## src/rtl/mem_stage_lsu.sv

```systemverilog
// mem_stage_lsu: MEM-stage load/store unit, requesting side of dmem.
// Optional macro LSU_MISALIGN_CHECK_EN: drop misaligned accesses.
module mem_stage_lsu #(
  parameter int ADDR_W = 10
) (
  input  logic              clk,
  input  logic              reset,
  input  logic              ex_mem_memory_read,
  input  logic              ex_mem_memory_write,
  input  logic [2:0]        ex_mem_funct3,
  input  logic [63:0]       ex_mem_address,
  input  logic [63:0]       ex_mem_write_data,
  output logic              lsu_stall,
  output logic [63:0]       mem_wb_load_data,
  output logic              mem_wb_load_valid,
  output logic              lsu_misaligned,
  output logic              dmem_req,
  output logic              dmem_we,
  output logic [ADDR_W-1:0] dmem_addr,
  output logic [63:0]       dmem_wdata,
  output logic [7:0]        dmem_wstrb,
  input  logic              dmem_gnt,
  input  logic              dmem_rvalid,
  input  logic [63:0]       dmem_rdata
);

  localparam int AW = ADDR_W + 3;

  typedef enum logic [1:0] {
    IDLE, REQ, WAIT_R, DONE
  } state_t;

  typedef struct packed {
    logic          we;
    logic          mis;
    logic [2:0]    f3;
    logic [AW-1:0] addr;
    logic [63:0]   wdata;
  } acc_t;

  state_t      state, state_d;
  acc_t        acc_q, acc_in;
  logic        go, mis, sx;
  logic [2:0]  lo_mask;
  logic [7:0]  strb;
  logic [63:0] ld_q, rsh, ext;
  logic        unused_addr_hi;

  assign go = ex_mem_memory_read | ex_mem_memory_write;
  assign unused_addr_hi = ^ex_mem_address[63:AW];

  // Alignment mask of the incoming access size
  always_comb begin
    lo_mask = 3'b000;
    unique case (ex_mem_funct3[1:0])
      2'd0: lo_mask = 3'b000;
      2'd1: lo_mask = 3'b001;
      2'd2: lo_mask = 3'b011;
      2'd3: lo_mask = 3'b111;
    endcase
  end

`ifdef LSU_MISALIGN_CHECK_EN
  assign mis = |(ex_mem_address[2:0] & lo_mask);
`else
  assign mis = 1'b0;
`endif

  // Capture candidate: read wins, address aligned down to size
  always_comb begin
    acc_in.we    = ex_mem_memory_write & ~ex_mem_memory_read;
    acc_in.mis   = mis;
    acc_in.f3    = ex_mem_funct3;
    acc_in.addr  = {ex_mem_address[AW-1:3],
                    ex_mem_address[2:0] & ~lo_mask};
    acc_in.wdata = ex_mem_write_data;
  end

  // State register
  always_ff @(posedge clk or negedge reset) begin
    if (!reset) state <= IDLE;
    else        state <= state_d;
  end

  // Next-state logic
  always_comb begin
    state_d = state;
    unique case (state)
      IDLE:   if (go) state_d = mis ? DONE : REQ;
      REQ:    if (dmem_gnt)
                state_d = acc_q.we ? DONE : WAIT_R;
      WAIT_R: if (dmem_rvalid) state_d = DONE;
      DONE:   state_d = IDLE;
      default: state_d = IDLE;
    endcase
  end

  // Hold the accepted access for the whole transaction
  always_ff @(posedge clk or negedge reset) begin
    if (!reset)
      acc_q <= '0;
    else if (state == IDLE && go)
      acc_q <= acc_in;
  end

  // Pick the addressed lane and extend it per funct3
  always_comb begin
    rsh = dmem_rdata >> {acc_q.addr[2:0], 3'b000};
    sx  = ~acc_q.f3[2];
    ext = rsh;
    unique case (acc_q.f3[1:0])
      2'd0: ext = {{56{sx & rsh[7]}},  rsh[7:0]};
      2'd1: ext = {{48{sx & rsh[15]}}, rsh[15:0]};
      2'd2: ext = {{32{sx & rsh[31]}}, rsh[31:0]};
      2'd3: ext = rsh;
    endcase
  end

  // Load result register, held until the next load completes
  always_ff @(posedge clk or negedge reset) begin
    if (!reset)
      ld_q <= '0;
    else if (state == WAIT_R && dmem_rvalid)
      ld_q <= ext;
    else if (state == IDLE && go && mis &&
             ex_mem_memory_read)
      ld_q <= '0;
  end

  // Unshifted byte enables for the held access size
  always_comb begin
    strb = 8'h00;
    unique case (acc_q.f3[1:0])
      2'd0: strb = 8'h01;
      2'd1: strb = 8'h03;
      2'd2: strb = 8'h0f;
      2'd3: strb = 8'hff;
    endcase
  end

  // Per-state outputs
  always_comb begin
    lsu_stall         = 1'b0;
    mem_wb_load_valid = 1'b0;
    lsu_misaligned    = 1'b0;
    dmem_req          = 1'b0;
    dmem_we           = 1'b0;
    dmem_addr         = '0;
    dmem_wdata        = '0;
    dmem_wstrb        = '0;
    unique case (state)
      IDLE: lsu_stall = reset & go;
      REQ: begin
        lsu_stall  = 1'b1;
        dmem_req   = 1'b1;
        dmem_we    = acc_q.we;
        dmem_addr  = acc_q.addr[AW-1:3];
        dmem_wdata = acc_q.wdata <<
                     {acc_q.addr[2:0], 3'b000};
        dmem_wstrb = acc_q.we ?
                     strb << acc_q.addr[2:0] : 8'h00;
      end
      WAIT_R: lsu_stall = 1'b1;
      DONE: begin
        mem_wb_load_valid = ~acc_q.we;
        lsu_misaligned    = acc_q.mis;
      end
      default: lsu_stall = 1'b0;
    endcase
  end

  assign mem_wb_load_data = ld_q;

endmodule

```

## config.mk

```make
export PLATFORM = sky130hd
export DESIGN_NAME = mem_stage_lsu
export DESIGN_NICKNAME = d
export VERILOG_FILES = /design/src/rtl/mem_stage_lsu.sv
export SDC_FILE = /design/constraint.sdc
export NUM_CORES = 1
export LEC_CHECK = 0
export BUFFER_PORTS_ARGS = -buffer_cell sky130_fd_sc_hd__buf_2
export CORE_ASPECT_RATIO = 1.75
export CORE_MARGIN = 5
export CORE_UTILIZATION = 51
export DETAILED_ROUTE_END_ITERATION = 8
export PLACE_DENSITY_LB_ADDON = 0.15
export SLEW_MARGIN = 20
export SYNTH_ARGS = -nofsm -noshare
export SYNTH_HDL_FRONTEND = slang
export SYNTH_SLANG_ARGS = --single-unit
```

## constraint.sdc

```tcl
create_clock -name clk -period 2.2 [get_ports clk]
set_input_delay 0.22 -clock clk [delete_from_list [all_inputs] [get_ports clk]]
set_output_delay 0.22 -clock clk [all_outputs]
set_load 0.01 [all_outputs]
```

==> results.tsv <==
stage	metric	value	unit
status	status	finished, violations left	
status	violations	setup timing	
setup_path	cp_slowest_stage_delay	0.54	ns
setup_path	endpoint_kind	primary output	
global_route	grt_util_all_layers	30.5	%
pwr	leakage	0.00579	µW
finish	multi_input_area	5770	µm²
finish	final_cells	1501	
setup_path	cp_cell_sequence	buf_12 > buf_16 > mux4_2 > a22o_1 > buf_2	
floorplan	fp.coreArea	18600	µm²
logic_synthesis	ys_top_cells_by_area	dfrtp_1 38%, mux2_2 11%, mux4_2 11%, mux2i_1 10%, nor2_1 3.9%	
floorplan	die_w	114	µm
timing	grt_setup_unrepaired	true	
global_route	antenna_found_initial	2	
setup_path	worstSetupStartpoint	acc_q[64]	
logic_synthesis	yosysWarnings	0	
clocking	cts_made_buffers	17	
logic_synthesis	ys_types	48	
min_path	hp-class	input pin to flip-flop	
timing	min_period	2.37	ns
setup_path	worstPathArrival	2.15	ns
clocking	clock_tree.root_cell	clkbuf_16	
flow_run	max-cap-violations	0	
timing	timing.final.crit_share	108	%
logic_synthesis	async_reset_ff_share	100	%
clocking	htree_num_levels	4	
floorplan	ioPinCount	352	
logic_synthesis	synth_top_area_cell	dfrtp_1	
routing	drt-initial-drc-count	650	
global_route	grt_max_degree	79	
logic_synthesis	netlist_area	9640	µm²
routing	first_pass_iters	7	
finish	nets	1455	
global_route	gr-total-overflow	0	
finish	syn_to_final_growth	34.8	%
clocking	cts.sinks	147	
timing	tightest_slew	0.670	ns
logic_synthesis	ys.flop_type	dfrtp_1	
logic_synthesis	syn_avg_cell_area	10.5	µm²
timing	setup_viol	36	
logic_synthesis	synth_nets	1128	
logic_synthesis	synth_edf_count	0	
floorplan	start_util	51.9	%
clocking	clk_latency	0.43	ns
pwr	ir_worst_vdd	0.929	mV
timing	max_slew_margin	55.4	%
logic_synthesis	synth_top_cell_area_share	38.1	%
floorplan	placement_rows	66	
logic_synthesis	ys_ff_latch	147	
placed_design	dp_slack	0.143	ns
placed_design	hpwl	24500	µm
min_path	min_from	ex_mem_write_data[41]	
pwr	pwr_density_cell	1700	nW/µm²
finish	ff_latch_area	3690	µm²
timing	max_freq	421	MHz
routing	vias	8897	
setup_path	start_kind	flip-flop	
logic_synthesis	syn_inst	921	
setup_path	slowest_stage	dfrtp_4	
setup_path	reg2reg_from	acc_q[66]	
placed_design	dp.cells	1425	
global_route	grt_pass1_vias	9130	
routing	post-route-drc-count	0	
clocking	cts_tree	done	
placed_design	placement.io_buffers	299	
timing	fin_ws	-0.173	ns
routing	drt_wl_total	34500	µm
finish	fillCellCount	1526	
setup_path	path_max_fanout	8	
routing	antenna_left	0	
clocking	clock_path_buffers	2	
setup_path	worstSetupPathType	flip-flop to primary output	
timing	tns	-2.77	ns
global_route	grt_pass1_wl	50700	µm
floorplan	die_y	192	µm
timing	drv_slew	0	
placed_design	gp_congestion	0.913	
logic_synthesis	seq_area_frac_synth	38.1	%
floorplan	die_area	21900	µm²
routing	detail_route.wl_per_cell	23.0	µm
timing	fin_skew	0.0107	ns
timing	final_hold_viol_count	0	
finish	final_layout_size_suffix_gt1_share	50.1	%
clocking	path_clk_slew	0.07	ns
setup_path	cp.required	1.98	ns
routing	via_per_inst	5.93	
## Yosys cell counts (26+ instances only)
master,number
o21ai_0,35
mux2i_1,97
mux4_2,47
dfrtp_1,147
a21oi_1,69
mux2_2,95
and2_1,27
nor2_1,100
buf_2,26
nand2_1,76
clkbuf_1,38
nor2b_1,31
## layer usage
metal  GRT usage, %  vias up  wire (µm)
met5              0        -          0
met4           18.6        0       2260
met3           6.05      101       2450
met2           55.5      430      18600
met1           31.7     4392      11100
li1               -     3974          -
## through the flow
stage | util, % | power, µW | area [µm²] | hold WS (ns)
5_1_grt | 70.0 | 23500 | 13000 | 0.00335
6_report | 70.0 | 22200 | 13000 | 0.0127
3_3_place_gp | 62.4 | 17100 | 11600 | 0.324
4_1_cts | 67.9 | 21400 | 12600 | 0.00314
2_1_floorplan | - | 13100 | 9640 | -0.0756
3_5_place_dp | 62.4 | 17300 | 11600 | 0.327
## final timing paths
check / endpoint / slack (ns) / cells past startpoint
max: dmem_wdata[37] / -0.17 / 5
min: acc_q[41] / 0.01 / 2
max reg2reg: mem_wb_load_data[48] / 0.01 / 8
min reg2reg: acc_q[68] / 0.50 / 1
max in group asynchronous: acc_q[65] / 1.38 / 3
min in group asynchronous: mem_wb_load_data[35] / 0.41 / 3
## cells by family (layout without fill, tap and decap cells)
| logic type | Yosys count | count (layout) | share of synthesized area [%] |
|---|---|---|---|
| mux | 240 | 240 | 32.4 |
| compound gates | 166 | 166 | 10.8 |
| other cells | 1 | 3 | 0.0389 |
| flops | 147 | 147 | 38.1 |
| buf+inv | 86 | 426 | 4.39 |
| simple gates | 275 | 275 | 13.4 |
| fa+ha+maj | 6 | 6 | 0.778 |
## layout make-up
type / count / share of cell area, %
Tap cell: 238 / 2.29
Antenna cell: 2 / 0.0385
Multi-Input combinational cell: 688 / 44.4
Sequential cell: 147 / 28.4
Inverter: 8 / 0.250
Timing Repair Buffer: 386 / 19.8
Clock buffer: 18 / 3.30
Clock inverter: 14 / 1.55
## registers in the layout, summed over array words and instances (netlist names)
name	cells
mem_wb_load_data	64
state	2
acc_q	81
## critical path, delay by kind of cell, from the launching register on
family	cells	cell delay [ns]
flops	1	0.54
compound gates	1	0.21
mux	1	0.51
buf+inv	3	0.45
## power by group
part	switching, µW	total [µW]	internal, µW
Clock	1250	3170	1920
Combinational	6860	13600	6710
Sequential	1290	5420	4130
Total	9410	22200	12800
## timing repair
item                       4_1_cts  5_1_grt
resized for setup               51       40
setup endpoints to repair       60      113
pin swaps                        5       11
gates cloned                     3        5
setup buffers                   16       18
hold buffers                     1        0
hold endpoints to repair       147        0
## cells in the final DEF, fill, tap and decap left out, types with 5 or more instances in the layout
cell type,instances
buf_12,17
nor2b_1,26
and2_1,26
and3_1,8
o22a_1,8
a21oi_1,62
mux2_2,93
o21ai_0,26
buf_2,297
a22oi_1,5
dfrtp_1,144
o211ai_1,6
nor2_1,91
mux2i_1,93
buf_6,12
clkbuf_16,21
or2_2,9
mux4_2,47
buf_4,47
o21ai_2,6
a22o_1,8
nand2b_1,10
a21oi_2,12
nor2_2,8
inv_1,6
o221ai_1,8
nand2_1,72
(Power assumes the default switching activity.)
